[config.mk]
export PLATFORM = sky130hd
export DESIGN_NAME = rv_register_file_flat
export DESIGN_NICKNAME = d
export VERILOG_FILES = /design/src/rtl/rv_register_file_if.sv /design/src/rtl/rv_register_file.sv /design/src/flat_wrapper.sv
export SDC_FILE = /design/constraint.sdc
export NUM_CORES = 2
export LEC_CHECK = 0
export BUFFER_PORTS_ARGS = -buffer_cell sky130_fd_sc_hd__buf_4
export CAP_MARGIN = 15
export CORE_MARGIN = 8
export CORE_UTILIZATION = 35
export CTS_CLUSTER_SIZE = 20
export DETAILED_ROUTE_END_ITERATION = 10
export GPL_TIMING_DRIVEN = 0
export PLACE_DENSITY = 0.56
export SYNTH_ARGS = -nofsm -noshare
export SYNTH_HDL_FRONTEND = slang
export SYNTH_SLANG_ARGS = --single-unit
[constraint.sdc]
create_clock -name clk -period 5.3 [get_ports clk]
set_clock_uncertainty 0.1 [all_clocks]
set_input_delay 0.265 -clock clk [delete_from_list [all_inputs] [get_ports clk]]
set_output_delay 0.265 -clock clk [all_outputs]
set_load 0.01 [all_outputs]
[src/rtl/rv_register_file_if.sv]
// Register-file access bundle: one write port (rd/result from writeback)
// and two read ports (rs1/rs2 from decode). The master drives addresses
// and write data; the slave is the register file and returns read data.
interface rv_register_file_if #(
    parameter int DATA_WIDTH = 32,
    parameter int ADDR_WIDTH = 5
);
    logic                  we;
    logic [ADDR_WIDTH-1:0] waddr;
    logic [DATA_WIDTH-1:0] wdata;
    logic [ADDR_WIDTH-1:0] raddr1;
    logic [ADDR_WIDTH-1:0] raddr2;
    logic [DATA_WIDTH-1:0] rdata1;
    logic [DATA_WIDTH-1:0] rdata2;

    modport master (
        output we, waddr, wdata, raddr1, raddr2,
        input  rdata1, rdata2
    );

    modport slave (
        input  we, waddr, wdata, raddr1, raddr2,
        output rdata1, rdata2
    );
endinterface

[src/rtl/rv_register_file.sv]
// RV32I integer register file: x1..x31 of storage, x0 hardwired to zero,
// two combinational read ports and one synchronous write port.
// Synchronous active-high reset clears x1..x31 and wins over a write.
// Optional feature macro RF_BYPASS_EN: forwards the write data to a read
// port that addresses the register being written in the same cycle
// (never for x0, never while rst is high). Undefined means reads always
// return the stored array contents.
module rv_register_file #(
    parameter int DATA_WIDTH = 32,
    parameter int ADDR_WIDTH = 5
) (
    input logic                clk,
    input logic                rst,
    rv_register_file_if.slave  bus
);
    localparam int DEPTH = 1 << ADDR_WIDTH;

    // x0 has no storage; index 0 is decoded to a constant zero on read.
    logic [DATA_WIDTH-1:0] regs [1:DEPTH-1];

    logic write_hit;
    assign write_hit = bus.we && (bus.waddr != '0);

    // Array update: reset clears every register, otherwise one write per edge.
    always_ff @(posedge clk) begin
        if (rst) begin
            for (int i = 1; i < DEPTH; i++) begin
                regs[i] <= '0;
            end
        end else if (write_hit) begin
            regs[bus.waddr] <= bus.wdata;
        end
    end

    // Read port 1: zero for x0, stored value otherwise, optionally forwarded.
    always_comb begin
        bus.rdata1 = '0;
        if (bus.raddr1 != '0) begin
            bus.rdata1 = regs[bus.raddr1];
`ifdef RF_BYPASS_EN
            if (!rst && write_hit && (bus.raddr1 == bus.waddr)) begin
                bus.rdata1 = bus.wdata;
            end
`endif
        end
    end

    // Read port 2: same decode as port 1, checked independently.
    always_comb begin
        bus.rdata2 = '0;
        if (bus.raddr2 != '0) begin
            bus.rdata2 = regs[bus.raddr2];
`ifdef RF_BYPASS_EN
            if (!rst && write_hit && (bus.raddr2 == bus.waddr)) begin
                bus.rdata2 = bus.wdata;
            end
`endif
        end
    end
endmodule

[src/flat_wrapper.sv]
// flat-port wrapper written by rule: the top's interface ports become plain ports
module rv_register_file_flat 
#(
    parameter int DATA_WIDTH = 32,
    parameter int ADDR_WIDTH = 5
)
  (clk, rst, bus_we, bus_waddr, bus_wdata, bus_raddr1, bus_raddr2, bus_rdata1, bus_rdata2);
  rv_register_file_if #(.DATA_WIDTH(DATA_WIDTH), .ADDR_WIDTH(ADDR_WIDTH)) bus_i ();
  input logic clk;
  input logic rst;
  input wire logic [$bits(bus_i.we)-1:0] bus_we;
  input wire logic [$bits(bus_i.waddr)-1:0] bus_waddr;
  input wire logic [$bits(bus_i.wdata)-1:0] bus_wdata;
  input wire logic [$bits(bus_i.raddr1)-1:0] bus_raddr1;
  input wire logic [$bits(bus_i.raddr2)-1:0] bus_raddr2;
  output wire logic [$bits(bus_i.rdata1)-1:0] bus_rdata1;
  output wire logic [$bits(bus_i.rdata2)-1:0] bus_rdata2;
  assign bus_i.we = bus_we;
  assign bus_i.waddr = bus_waddr;
  assign bus_i.wdata = bus_wdata;
  assign bus_i.raddr1 = bus_raddr1;
  assign bus_i.raddr2 = bus_raddr2;
  assign bus_rdata1 = bus_i.rdata1;
  assign bus_rdata2 = bus_i.rdata2;
  rv_register_file #(.DATA_WIDTH(DATA_WIDTH), .ADDR_WIDTH(ADDR_WIDTH)) u_core (.clk(clk), .rst(rst), .bus(bus_i));
endmodule
# Word level (Yosys, flattened, before mapping)
# Memory sizes are Yosys's and may differ from the RTL's.
# Index checks and enable logic that the tools add are counted.
[word_totals]
regBits = 0
in_bits = 50
n_memories = 1
word_cells = 16
mem_bits_rw = 992
[op_classes]
reduce_logical = 5
muxes = 10
[memory_table]
columns = ["name", "words", "width", "rd", "rd_clocked_by_memory_dff", "wr", "line_no", "rtl"]
rows = [
  ["u_core.regs", 31, 32, 2, 0, 31, "rv_register_file.sv:19", "logic [DATA_WIDTH-1:0] regs [1:DEPTH-1];"],
]
[op_table]
columns = ["op", "count"]
rows = [
  ["$mux 32", 3],
  ["$reduce_or 32->1", 1],
  ["$reduce_bool 5->1", 3],
  ["$mux 1", 6],
  ["$mux 5", 1],
  ["$logic_and 1x1->1", 1],
]

# Depth between registers and ports, before layout
[depth]
depth_word = 7
depth_mapped = 8
ltp_nobuf = 4

# Worst setup path after synthesis
# Ideal clock, no wire load.
[synth_timing]
path_type = "input to output"
start = "input port bus_raddr2[0]"
end = "output port bus_rdata2[10]"
arrival_ns = 1.737
path_slack_ns = 3.198
n_path_buf = 3
required_ns = 4.935
cell_stages = 6
cell_sequence = "buf_6 -> buf_6 -> buf_2 -> mux4_2 -> a221oi_1 -> a211oi_1"
[synth_via]
elab_chain_cells = 2
word_cells_on_any_way = 3
cone_classes = "mux: 1; reduce/logical: 1; memory: 1"
[synth_lines]
columns = ["item", "line_no", "rtl"]
rows = [
  ["from (decl)", "flat_wrapper.sv:15", "input wire logic [$bits(bus_i.raddr2)-1:0] bus_raddr2;"],
  ["$mem_v2 31x32 / $reduce_bool 5->1 (equally long branches)", "--", ""],
  ["$mux 32 (*)", "rv_register_file.sv:51", "if (bus.raddr2 != '0) begin"],
  ["to (decl)", "flat_wrapper.sv:17", "output wire logic [$bits(bus_i.rdata2)-1:0] bus_rdata2;"],
]
# Every way passes the cells marked *; elsewhere a longest branch is shown, timed or not.

# Final worst setup path
[layout_timing]
start = "input port bus_raddr2[2]"
end = "output port bus_rdata2[5]"
# Same word-level chain as after synthesis.

==> key figures <==
Status
  – Status: complete, no violations

Hold path
  – Worst hold path class: primary input to register
  – Worst hold stages: 4
  – Hold path endpoint: u_core.regs[5][2]$_SDFFCE_PN0P_
  – Hold wc startpoint: bus_waddr[2]

Drt
  – DR iter-0 viols: 5983
  – First-pass detailed-route iteration total: 6
  – Detail-routed via count per cell: 6.10
  – Routed WL per cell: 36.5 um
  – Via count: 38277
  – Post-Route WL: 229000 um
  – ANT nets after route: 0
  – DRC Markers: 0

Global routing
  – Vias in the first global route: 36863
  – Largest net degree at the start of global routing: 33
  – All-layer global routing usage: 0.260
  – Global-route wire length before repair: 305000 um
  – Antenna violations before repair: 12
  – Overflow after GRT: 0

STA
  – Hold Vio Cnt, Final: 0
  – Final Cycle Share: 0.859
  – Final worst slack: 0.748 ns
  – Final setup violation count: 0
  – Final Slew Violations: 0
  – Crit path time final: 4.55 ns
  – RSZ-0062 raised after global routing: false
  – Slew HR: 0.0548
  – Fmax: 220 MHz
  – Setup TNS: 0 ns
  – Worst-margin pin slew: 1.42 ns

Pwr
  – Static leakage: 0.0222 uW
  – P_sw: 5480 uW
  – Seq pwr share: 0.467
  – Switching Share: 0.266
  – Clock power share: 0.399
  – Power density over cell area: 325 mW/mm^2
  – Worst vdd ir: 0.268 mV
  – Logic pwr share: 0.134
  – Internal power: 15100 uW

Setup path
  – Critical path's slowest cell: a211oi_1
  – CP peak stage delay: 1.10 ns
  – CP Class: primary input to primary output
  – Crit path top cell by count: buf_4
  – Buf/Inv on CP: 4
  – WP data required: 4.93 ns
  – Worst path depth: 7
  – Critical path's top delay family: buffers and inverters
  – Crit-path max FO: 10
  – Startpoint Class: primary input
  – CP Cell Sequence: buf_2 -> buf_4 -> nor2_1 -> clkbuf_1 -> a21oi_1 -> a211oi_1 -> buf_4
  – Worst setup EP type: primary output
  – Crit path DAT: 4.19 ns

Placed design
  – Post-DP Area: 0.0588 sq mm
  – Setup Slack @ Placement: 0.363 ns
  – RD Place Congestion: 0.961
  – Dpl hpwl: 161000 um
  – Input/output buffers: 106

Final layout
  – Largest Register: u_core.regs
  – Top flop regs: u_core.regs: 1024 flops
  – Final nets: 4163
  – Fillers: 14511
  – Post-Layout Inst Area: 0.0632 sq mm
  – Ratio of cells with drive above 1 in the final layout: 0.199
  – Max FFs per register: 1024
  – Area Overhead vs Synth: 14.8%

Clock network
  – Bufs on Longest Clock Path: 3
  – Inserted Clock Buffers: 115
  – Number of H-tree levels: 3
  – Clk slew on worst S/H paths: 0.06 ns
  – Resize count post-CTS: 0
  – Root Driver: clkbuf_16
  – CTS tree: built
  – Clock sinks: 1024

Yosys
  – Synth unique cells: 41
  – Adder-cell share of the synthesized area: 0
  – Top post-synthesis cells by area: edfxtp_1 56%, mux4_2 12%, and2_1 11%
  – Register area share after synthesis: 0.558
  – Cell accounting for the most synthesized area: edfxtp_1
  – Post-synth top flop: edfxtp_1
  – Synthesis Warnings: 0
  – Netlist Area Pre-Place: 0.0551 sq mm
  – Post-synth ARST share: 0
  – Synth Register Bits: 1024
  – Top-area cell type share of the netlist area: 0.558
  – Mux contribution to synthesized area: 0.219
  – Synth Area in XOR/XNOR: 0
  – Post-synth EDFFs: 1024
  – Post-Synth Simple-Gate Area: 0.136
  – Post-synthesis compound-gate area fraction: 0.0519
  – Post-Syn Instances: 3792
  – Largest family of logic cells by synthesized area: multiplexers
  – Mean post-synth cell area: 14.5 sq um

Floorplan
  – Die area: 0.170 sq mm
  – Die Wd: 413 um
  – Initial Util: 0.353
  – Row cnt: 145
  – Die Y: 413 um
  – I/O Pins: 114
  – Core Box Area: 0.156 sq mm

Job
  – Max-Cap Viols: 0
## logic make-up after synthesis
family          Yosys count
compound gates          367
buf+inv                 413
flops                  1024
mux                     736
other cells               1
simple gates           1251
## final cells by class
type	count	area [sq um]	share of cell area
Antenna cell	7	17.5	0.000277
Buffer	411	1900	0.0300
Clock buffer	132	2960	0.0469
Clock inverter	81	786	0.0124
Inverter	2	7.51	0.000119
Multi-Input combinational cell	2386	22500	0.357
Sequential cell	1024	30700	0.487
Tap cell	2058	2570	0.0407
Timing Repair Buffer	173	1670	0.0264
## power by group through the flow
stage	registers (uW)	logic (uW)	clock network, uW
global route	9640	2790	8490
floorplan	9650	1440	0
detailed placement	9760	2620	0
CTS	9600	2650	8210
finish	9600	2750	8210
global placement	9750	2600	0
## worst max path at each step
stage,startpoint,to
after floorplan,bus_raddr2[0],bus_rdata2[10]
after global placement,bus_raddr1[0],bus_rdata1[5]
after detailed placement,bus_raddr1[0],bus_rdata1[5]
after CTS,bus_raddr1[0],bus_rdata1[5]
after global routing,bus_raddr2[2],bus_rdata2[5]
final,bus_raddr2[2],bus_rdata2[5]
## worst min-delay path: stages
cell and delay, ns:
buf_4 0.15, nand2_1 0.12, nor2_1 0.13, and2_1 0.17
## routing by layer
| metal | vias up | share of wire | GRT usage | routed length (um) |
|---|---|---|---|---|
| met5 | - | 0.00094 | 0 | 216 |
| met4 | 10 | 0.066 | 0.140 | 15100 |
| met3 | 540 | 0.12 | 0.0779 | 26800 |
| met2 | 2672 | 0.42 | 0.380 | 97200 |
| met1 | 19838 | 0.39 | 0.348 | 90000 |
| li1 | 15217 | - | - | - |
## layout by cell type (no fill, tap or decap), types with 32 or more instances in the layout
cell	Yosys	layout
edfxtp_1	1024	1024
buf_4	47	154
clkbuf_16	0	116
conb_1	1	32
and2_1	994	994
a22oi_1	64	64
a21oi_1	32	32
clkbuf_1	293	304
mux4_1	54	54
buf_2	56	56
mux4_2	298	298
dlygate4sd3_1	0	32
nand2_1	101	101
nor2_1	37	37
a211oi_1	64	64
o221ai_1	64	64
mux2i_1	320	320
clkinv_1	0	36
nor2b_1	37	37
mux2_2	64	64
o21ai_0	47	47
nand4_1	32	32
## cell usage after synthesis, drive strengths merged (3+ instances only)
library cell and count:
edfxtp 1024, and2 994, mux4 352, mux2i 320, clkbuf 294, buf 117
nand2 101, a211oi 64, a22oi 64, mux2 64, o221ai 64, a221oi 47
o21ai 47, nor2 38, nor2b 37, a21oi 32, a311oi 32, nand4 32
or2 32, o2111ai 17, nand3b 4, or3b 3
## through the flow
stage / instances / hold slack, ns / util / power (uW)
3_5_place_dp: 5999 / 0.404 / 0.376 / 12400
3_3_place_gp: 5987 / 0.403 / 0.375 / 12300
4_1_cts: 6244 / 0.123 / 0.402 / 20500
2_1_floorplan: 3823 / 0.264 / - / 11100
6_report: 6274 / 0.176 / 0.405 / 20600
5_1_grt: 6267 / 0.168 / 0.405 / 20900
## timing repair
item                                   CTS  global route
buffers inserted                         0             0
hold buffers                            32             0
endpoints found under the hold margin   64             0
No activity file was read; power rests on OpenSTA's default activity.
